[src/rtl/round_arb.sv]
// round_arb -- round-robin arbiter in front of a shared convergent rounder.
//
// Accepts at most one word per cycle from N_REQ requesters, registers it onto
// the rounder input, carries the requester index alongside the rounder for LAT
// cycles and routes each rounded result back to its requester one cycle after
// the rounder produces it. A sticky flag reports any cycle where the rounder's
// output valid disagrees with the tracked tag.
//
// Parameters: N_REQ (2..8), IN_W, OUT_W (<= IN_W), LAT (>= 1) rounder latency.
// Ports:
//   clk          rising-edge clock
//   i_rst_n      asynchronous active-low reset
//   i_init       synchronous flush
//   i_req_vld    per-requester valid
//   i_req_data   requester k word at [k*IN_W +: IN_W]
//   o_req_rdy    one-hot combinational grant
//   o_rnd_init   registered i_init, to the rounder
//   o_rnd_vld    rounder input valid
//   o_rnd_data   rounder input word
//   i_rnd_vld    rounder output valid
//   i_rnd_data   rounder output word
//   o_rsp_vld    one-hot response valid
//   o_rsp_data   rounded result
//   o_err        sticky tag/valid mismatch flag
//
// Build option: define ROUND_ARB_PRIO0_EN to give requester 0 strict priority;
// requesters 1..N_REQ-1 then rotate among themselves and a grant to 0 leaves
// the rotation pointer untouched.

module round_arb #(
    parameter int N_REQ = 4,
    parameter int IN_W  = 24,
    parameter int OUT_W = 16,
    parameter int LAT   = 1
) (
    input  logic                    clk,
    input  logic                    i_rst_n,
    input  logic                    i_init,
    input  logic [N_REQ-1:0]        i_req_vld,
    input  logic [N_REQ*IN_W-1:0]   i_req_data,
    output logic [N_REQ-1:0]        o_req_rdy,
    output logic                    o_rnd_init,
    output logic                    o_rnd_vld,
    output logic [IN_W-1:0]         o_rnd_data,
    input  logic                    i_rnd_vld,
    input  logic [OUT_W-1:0]        i_rnd_data,
    output logic [N_REQ-1:0]        o_rsp_vld,
    output logic [OUT_W-1:0]        o_rsp_data,
    output logic                    o_err
);

`ifdef ROUND_ARB_PRIO0_EN
    localparam bit PRIO0 = 1'b1;
`else
    localparam bit PRIO0 = 1'b0;
`endif

    localparam int IDX_W = (N_REQ > 1) ? $clog2(N_REQ) : 1;
    localparam int IGN_W = $clog2(LAT + 2);
    localparam int TAG_W = LAT * IDX_W;

    logic [IDX_W-1:0] ptr_q, ptr_d;
    logic             rnd_vld_q, rnd_vld_d;
    logic [IN_W-1:0]  rnd_data_q, rnd_data_d;
    logic [IDX_W-1:0] rnd_idx_q, rnd_idx_d;
    logic             rnd_init_q, rnd_init_d;
    logic [LAT-1:0]   tag_vld_q, tag_vld_d;
    logic [TAG_W-1:0] tag_idx_q, tag_idx_d;
    logic [IGN_W-1:0] ign_q, ign_d;
    logic [N_REQ-1:0] rsp_vld_q, rsp_vld_d;
    logic [OUT_W-1:0] rsp_data_q, rsp_data_d;
    logic             err_q, err_d;

    logic             gnt_vld;
    logic [IDX_W-1:0] gnt_idx;
    logic             tag_out_vld;
    logic [IDX_W-1:0] tag_out_idx;
    logic             ign_active;
    logic             hit;
    logic             mism;

    // Grant: first valid requester at or above ptr, wrapping. With the
    // priority option, requester 0 wins outright and is skipped by the scan.
    always_comb begin
        int unsigned cand;
        cand      = 0;
        gnt_vld   = 1'b0;
        gnt_idx   = '0;
        o_req_rdy = '0;
        if (i_rst_n && !i_init) begin
            if (PRIO0 && i_req_vld[0]) begin
                gnt_vld = 1'b1;
                gnt_idx = '0;
            end
            for (int unsigned off = 0; off < N_REQ; off++) begin
                cand = (32'(ptr_q) + off) % N_REQ;
                if (!gnt_vld && i_req_vld[cand] && !(PRIO0 && cand == 0)) begin
                    gnt_vld = 1'b1;
                    gnt_idx = IDX_W'(cand);
                end
            end
            if (gnt_vld) begin
                o_req_rdy[gnt_idx] = 1'b1;
            end
        end
    end

    // Tag pipe is a packed shift register; the oldest entry sits in the top
    // slot and lines up with the rounder's output.
    always_comb begin
        ptr_d       = ptr_q;
        rnd_vld_d   = rnd_vld_q;
        rnd_data_d  = rnd_data_q;
        rnd_idx_d   = rnd_idx_q;
        rnd_init_d  = rnd_init_q;
        tag_vld_d   = tag_vld_q;
        tag_idx_d   = tag_idx_q;
        ign_d       = ign_q;
        rsp_vld_d   = rsp_vld_q;
        rsp_data_d  = rsp_data_q;
        err_d       = err_q;

        tag_out_vld = tag_vld_q[LAT-1];
        tag_out_idx = tag_idx_q[TAG_W-1 -: IDX_W];
        ign_active  = (ign_q != '0);
        hit         = !ign_active && tag_out_vld && i_rnd_vld;
        mism        = !ign_active && (tag_out_vld != i_rnd_vld);

        if (i_init) begin
            ptr_d      = '0;
            rnd_vld_d  = 1'b0;
            rnd_init_d = 1'b1;
            tag_vld_d  = '0;
            tag_idx_d  = '0;
            ign_d      = IGN_W'(LAT + 1);
            rsp_vld_d  = '0;
            err_d      = 1'b0;
        end else begin
            rnd_init_d = 1'b0;
            rnd_vld_d  = gnt_vld;
            if (gnt_vld) begin
                rnd_data_d = i_req_data[32'(gnt_idx)*IN_W +: IN_W];
                rnd_idx_d  = gnt_idx;
                if (!(PRIO0 && gnt_idx == '0)) begin
                    ptr_d = IDX_W'((32'(gnt_idx) + 1) % N_REQ);
                end
            end

            tag_vld_d = (tag_vld_q << 1) | LAT'(rnd_vld_q);
            tag_idx_d = (tag_idx_q << IDX_W) | TAG_W'(rnd_idx_q);

            // Results still draining from before a flush must not be routed
            // or counted as mismatches.
            if (ign_active) begin
                ign_d = ign_q - IGN_W'(1);
            end

            rsp_vld_d = '0;
            if (hit) begin
                rsp_vld_d[tag_out_idx] = 1'b1;
                rsp_data_d             = i_rnd_data;
            end

            err_d = err_q | mism;
        end
    end

    always_ff @(posedge clk or negedge i_rst_n) begin
        if (!i_rst_n) begin
            ptr_q      <= '0;
            rnd_vld_q  <= 1'b0;
            rnd_data_q <= '0;
            rnd_idx_q  <= '0;
            rnd_init_q <= 1'b0;
            tag_vld_q  <= '0;
            tag_idx_q  <= '0;
            ign_q      <= '0;
            rsp_vld_q  <= '0;
            rsp_data_q <= '0;
            err_q      <= 1'b0;
        end else begin
            ptr_q      <= ptr_d;
            rnd_vld_q  <= rnd_vld_d;
            rnd_data_q <= rnd_data_d;
            rnd_idx_q  <= rnd_idx_d;
            rnd_init_q <= rnd_init_d;
            tag_vld_q  <= tag_vld_d;
            tag_idx_q  <= tag_idx_d;
            ign_q      <= ign_d;
            rsp_vld_q  <= rsp_vld_d;
            rsp_data_q <= rsp_data_d;
            err_q      <= err_d;
        end
    end

    assign o_rnd_init = rnd_init_q;
    assign o_rnd_vld  = rnd_vld_q;
    assign o_rnd_data = rnd_data_q;
    assign o_rsp_vld  = rsp_vld_q;
    assign o_rsp_data = rsp_data_q;
    assign o_err      = err_q;

endmodule

[config.mk]
export PLATFORM = sky130hd
export DESIGN_NAME = round_arb
export DESIGN_NICKNAME = d
export VERILOG_FILES = /design/src/rtl/round_arb.sv
export SDC_FILE = /design/constraint.sdc
export NUM_CORES = 1
export LEC_CHECK = 0
export ABC_AREA = 1
export CAP_MARGIN = 10
export CORE_MARGIN = 2
export CORE_UTILIZATION = 44
export DETAILED_ROUTE_END_ITERATION = 12
export GPL_TIMING_DRIVEN = 0
export PLACE_DENSITY_LB_ADDON = 0.3
export SETUP_SLACK_MARGIN = 0.1
export SYNTH_ARGS = -nofsm -noshare
export SYNTH_HDL_FRONTEND = slang
export SYNTH_SLANG_ARGS = --single-unit
[constraint.sdc]
create_clock -name clk -period 4.3 [get_ports clk]
set_clock_uncertainty 0.2 [all_clocks]
set_input_delay 0.86 -clock clk [delete_from_list [all_inputs] [get_ports clk]]
set_output_delay 0.86 -clock clk [all_outputs]
set_load 0.01 [all_outputs]
# Yosys cells after proc, flatten, opt, wreduce, memory -nomap -nowiden
# Cells that the tools add are included.
[totals]
register_bits = 56
inputBits = 120
[op_classes]
n_addsub = 5
mul = 1
n_lt_le_gt_ge = 8
eq_ne = 1
shift = 1
mux = 40
n_bitwise = 2
n_reduce_logical = 19
[ops]
columns = ["op", "count"]
rows = [
  ["96-bit by 8-bit indexed part select with 24-bit output", 1],
  ["2-bit two-way mux", 11],
  ["1-bit two-way mux", 19],
  ["2-bit by 3-bit < comparator with 1-bit output (second input constant)", 6],
  ["4-bit two-way mux", 4],
  ["1-bit logical AND", 9],
  ["1-bit binary-select mux with 2-bit select", 4],
  ["2-bit nonzero test", 3],
  ["1-bit zero test", 5],
  ["2-bit by 1-bit adder with 2-bit output (second input constant)", 2],
  ["2-bit adder (second input constant)", 2],
  ["1-bit demux with 2-bit select", 2],
  ["2-bit by 1-bit greater-or-equal comparator with 1-bit output (second input constant)", 2],
  ["2-bit by 2-bit multiplier with 4-bit output (second input constant)", 1],
  ["2-bit AND reduction", 2],
  ["2-bit by 1-bit subtractor with 2-bit output (second input constant)", 1],
  ["1-bit != test", 1],
  ["1-bit NOT", 1],
  ["1-bit bitwise OR", 1],
]

# Logic depth before layout (Yosys ltp)
[logic_depth]
ltp_word = 22
ltp_mapped = 17
ltp_nobuf = 15

# Least setup slack after synthesis
# No wires, ideal clock.
[synth_path]
path_type = "input-to-output"
start = "input i_req_vld[1]"
end = "output o_req_rdy[1]"
arrival_time_ns = 1.907
t_required_ns = 3.240
setup_slack_ns = 1.333
cell_stages = 10
cell_sequence = "inv_1 > nand2_1 > nand3_1 > nand2_2 > inv_2 > nand2_1 > nand2_2 > nand2_4 > buf_2 > nor3_1"
[synth_between]
elab_chain_cells = 22
word_cells_on_any_way = 34
cone_classes = "order compare (2); mux (25); reduce/logical (7)"
[synth_lines]
columns = ["item", "line_no", "source"]
rows = [
  ["from (decl)", "39", "input logic [N_REQ-1:0] i_req_vld,"],
  ["1-bit binary-select mux with 2-bit select", "97", "if (!gnt_vld && i_req_vld[cand] && !(PRIO0 && cand == 0)) begin"],
  ["1-bit two-way mux (not written as such)", "97", ""],
  ["1-bit two-way mux", "97", ""],
  ["1-bit two-way mux", "90", "if (i_rst_n && !i_init) begin"],
  ["1-bit zero test", "97", ""],
  ["1-bit logical AND", "97", ""],
  ["1-bit two-way mux", "97", ""],
  ["1-bit two-way mux", "90", ""],
  ["(+6 left out)", "n/a", ""],
  ["2-bit two-way mux", "97", ""],
  ["2-bit two-way mux", "90", ""],
  ["2-bit by 3-bit < comparator with 1-bit output (not written as such) / 2-bit by 1-bit greater-or-equal comparator with 1-bit output (equally long branches)", "103", "o_req_rdy[gnt_idx] = 1'b1;"],
  ["1-bit logical AND (not written as such)", "103", ""],
  ["1-bit two-way mux (not written as such)", "103", ""],
  ["1-bit demux with 2-bit select", "103", ""],
  ["4-bit two-way mux *", "102", "if (gnt_vld) begin"],
  ["4-bit two-way mux *", "90", ""],
  ["to (decl)", "41", "output logic [N_REQ-1:0] o_req_rdy,"],
]
# Every way passes the cells marked *; elsewhere a longest branch is shown, timed or not. The select of a mux whose other input is x is not followed.

# Worst setup path in the final report
[layout_path]
start = "input i_req_vld[0]"
end = "output o_req_rdy[2]"
# Same word-level chain as after synthesis.

==> qor.csv <==
stage;metric;value;unit
setup_path;path_class;input pin to output pin;
global_route;grt_pass1_vias;3656;
layout;nets;790;
synth;yosysUniqueCellTypes;22;
setup_path;critPathRequiredTime;3.24;ns
setup_path;endpoint_kind;output pin;
drt;drtIter0Drc;149;
layout;diodes;0;
placed_design;gp_congestion;0.872;
clock_network;cts-buffers-inserted;5;
sta;period_share;0.935;
sta;fin_tns_setup;0;ns
pwr;p_leak;2.78;nW
setup_path;r2r_setup_slack;1.98;ns
clock_network;cts-root-buf;clkbuf_8;
synth;synth_flop_cell;dfrtp_1;
synth;synthesis.nets;612;
synth;netlist_area;3430;um2
global_route;track_usage;0.242;
sta;fmax;249;MHz
global_route;grt_remaining_overflow;0;
sta;rsz0062_at_grt;no;
clock_network;numClockSinks;56;
global_route;grt_max_degree;40;
drt;drcViolationCount;0;
clock_network;path_clk_slew;0.11;ns
synth;synth_common_cells;nand2_1, inv_1, dfrtp_1;
sta;hold_viol;0;
status;run_status;finished, final reports clean;
placed_design;detailed_place_hpwl;8.15;mm
drt;wl_per_cell;13.4;um
drt;ant_nets;0;
clock_network;h-tree-depth;2;
floorplanning;fp.dieW;92.3;um
synth;synthXorXnorAreaFrac;0;
global_route;grt_first_pass_wirelength;16.5;mm
drt;drt_first_pass_iters;5;
floorplanning;fp.coreArea;7650;um2
floorplanning;ios;171;
sta;post-route-worst-setup-slack;0.280;ns
floorplanning;initial_utilization;0.448;
sta;slew-limit-headroom;0.633;
sta;worst_slew_pin_slew;0.551;ns
clock_network;clk_latency;0.30;ns
synth;yosysTopAreaCellShare;0.409;
synth;synthMuxAreaShare;0.0526;
setup_path;path_max_fanout;10;
setup_path;cp.arrival;2.96;ns
floorplanning;die-area;8510;um2
synth;synth-compound-area-share;0.0383;
synth;synth_edf_count;0;
synth;synth-warning-count;0;
drt;wirelength;10.3;mm
synth;synth_top_family_by_area;simple AND/OR/NAND/NOR gates;
synth;avgSynthCellArea;6.98;um2
synth;seq_area_frac_synth;0.409;
pwr;p_per_area;542;nW/um2
setup_path;cp-start-kind;input pin;
global_route;antenna_found_initial;0;
synth;yosysMostFrequentCell;nand2_1;
synth;synth_fa_ha_area_frac;0.00365;
synth;synth_simple_gate_area_share;0.370;
synth;synth_top_area_cell;dfrtp_1;
floorplanning;rows;32;
layout;layout-drive-gt1-share;0.103;
layout;synthToLayoutAreaGrowth;56.6;%
synth;async_flop_share;1.00;
job;cap_violations;0;
drt;vias;3728;
placed_design;port_buffers;170;
synth;synth_cells;491;
floorplanning;die_h;92.3;um
clock_network;cts_tree;yes;
synth;synth_area_leaders;dfrtp_1, nand2_1, nand3_1;
synth;yosys_register_bits;56;
sta;drv_slew;0;
pwr;vdd_ir_drop_max;0.275;mV
sta;period_needed;4.02;ns
clock_network;cts_buffer_depth;2;
placed_design;place_ws;0.226;ns
sta;finalSetupViolCount;0;
clock_network;ctsHoldBuffers;0;
drt;drt-vias-per-instance;4.83;
hold_path;holdCritPathClass;flop to flop;
==> layout make-up <==
type	instances	area (um2)
Buffer	22	159
Clock inverter	2	16.3
Tap cell	102	128
Fill cell	638	2280
Inverter	74	283
Sequential cell	56	1400
Timing Repair Buffer	171	1720
Clock buffer	6	72.6
Multi-Input combinational cell	339	1590
==> per-layer routing <==
| metal | track usage | share of wire | up-vias | wire length, um |
|---|---|---|---|---|
| met1 | 0.286 | 0.41 | 1700 | 4210 |
| met2 | 0.438 | 0.50 | 168 | 5130 |
| li1 | - | - | 1849 | - |
| met3 | 0.0575 | 0.080 | 11 | 821 |
| met5 | 0 | 0 | - | 0 |
| met4 | 0.0672 | 0.015 | 0 | 156 |
==> stage by stage <==
| stage | power, mW | area, um2 | hold WS [ns] | utilization | instances |
|---|---|---|---|---|---|
| after floorplan | 1.86 | 3430 | 0.231 | - | 491 |
| after global placement | 2.55 | 5260 | 0.242 | 0.688 | 763 |
| after detailed placement | 2.61 | 5270 | 0.255 | 0.689 | 764 |
| after CTS | 2.90 | 5360 | 0.268 | 0.701 | 772 |
| after global routing | 3.15 | 5370 | 0.299 | 0.702 | 772 |
| final | 2.91 | 5370 | 0.265 | 0.702 | 772 |
==> cells by family (layout without fill, tap and decap cells) <==
kind of cell / after synthesis / in the layout
AND/OR/NAND/NOR: 296 / 296
adder cells (fa/ha/maj): 1 / 1
flip-flops: 56 / 56
multiplexers: 16 / 16
AO/OA/AOI/OAI: 26 / 26
buffers and inverters: 96 / 275
==> layout by cell type, fill, tap and decap left out <==
| cell type | count |
|---|---|
| nor3_1 | 5 |
| nor2_4 | 2 |
| nand3_2 | 4 |
| clkdlybuf4s50_1 | 169 |
| mux2_2 | 16 |
| buf_4 | 8 |
| buf_2 | 8 |
| clkinv_4 | 1 |
| nand2_4 | 2 |
| nor2_1 | 8 |
| inv_2 | 5 |
| clkinvlp_4 | 1 |
| nand2_2 | 10 |
| nand3_1 | 54 |
| o21ai_0 | 22 |
| inv_6 | 1 |
| dfrtp_1 | 56 |
| clkbuf_1 | 3 |
| a21oi_1 | 3 |
| buf_6 | 5 |
| ha_1 | 1 |
| a31oi_1 | 1 |
| inv_1 | 68 |
| clkbuf_8 | 5 |
| nand2_1 | 210 |
| buf_12 | 1 |
| nand4_1 | 1 |
==> registers in the layout, summed over array words and instances (netlist names) <==
register	flops
ign_q	2
o_err	1
o_rnd_data	24
o_rnd_init	1
o_rnd_vld	1
o_rsp_data	16
o_rsp_vld	4
ptr_q	2
rnd_idx_q	2
tag_idx_q	2
tag_out_vld	1
==> report_power, final <==
group | switching [mW] | internal [mW] | total, mW | leakage (nW)
sequential | 0.106 | 0.716 | 0.822 | 0.722
clock | 0.171 | 0.116 | 0.287 | 0.0414
combinational | 0.992 | 0.807 | 1.80 | 2.01
total | 1.27 | 1.64 | 2.91 | 2.78
==> critical path, stage by stage <==
cell and delay (ns):
clkdlybuf4s50_1 0.49, inv_1 0.06, nand2_2 0.07, nand3_1 0.07, nand2_1 0.13, inv_1 0.08, nand3_2 0.11, nand2_2 0.12
inv_2 0.09, buf_6 0.15, nand2_1 0.10, nor2_1 0.10, clkdlybuf4s50_1 0.53
==> path summary, 6_finish.rpt <==
kind	depth (start not counted)	startpoint	endpoint
worst max-delay path	13	i_req_vld[0]	o_req_rdy[2]
worst min-delay path	1	tag_idx_q[0]	o_rsp_vld[0]
worst max register to register	12	ptr_q[0]	ptr_q[1]
worst min register to register	1	tag_idx_q[0]	o_rsp_vld[0]
max in group asynchronous	2	i_rst_n	o_rnd_data[8]
min in group asynchronous	1	i_rst_n	o_err
==> repair_timing <==
action | 4_1_cts | 5_1_grt
setup buffers | 0 | 0
setup endpoints to repair | 0 | 2
gates resized for setup | 0 | 3
(Power assumes the default switching activity.)
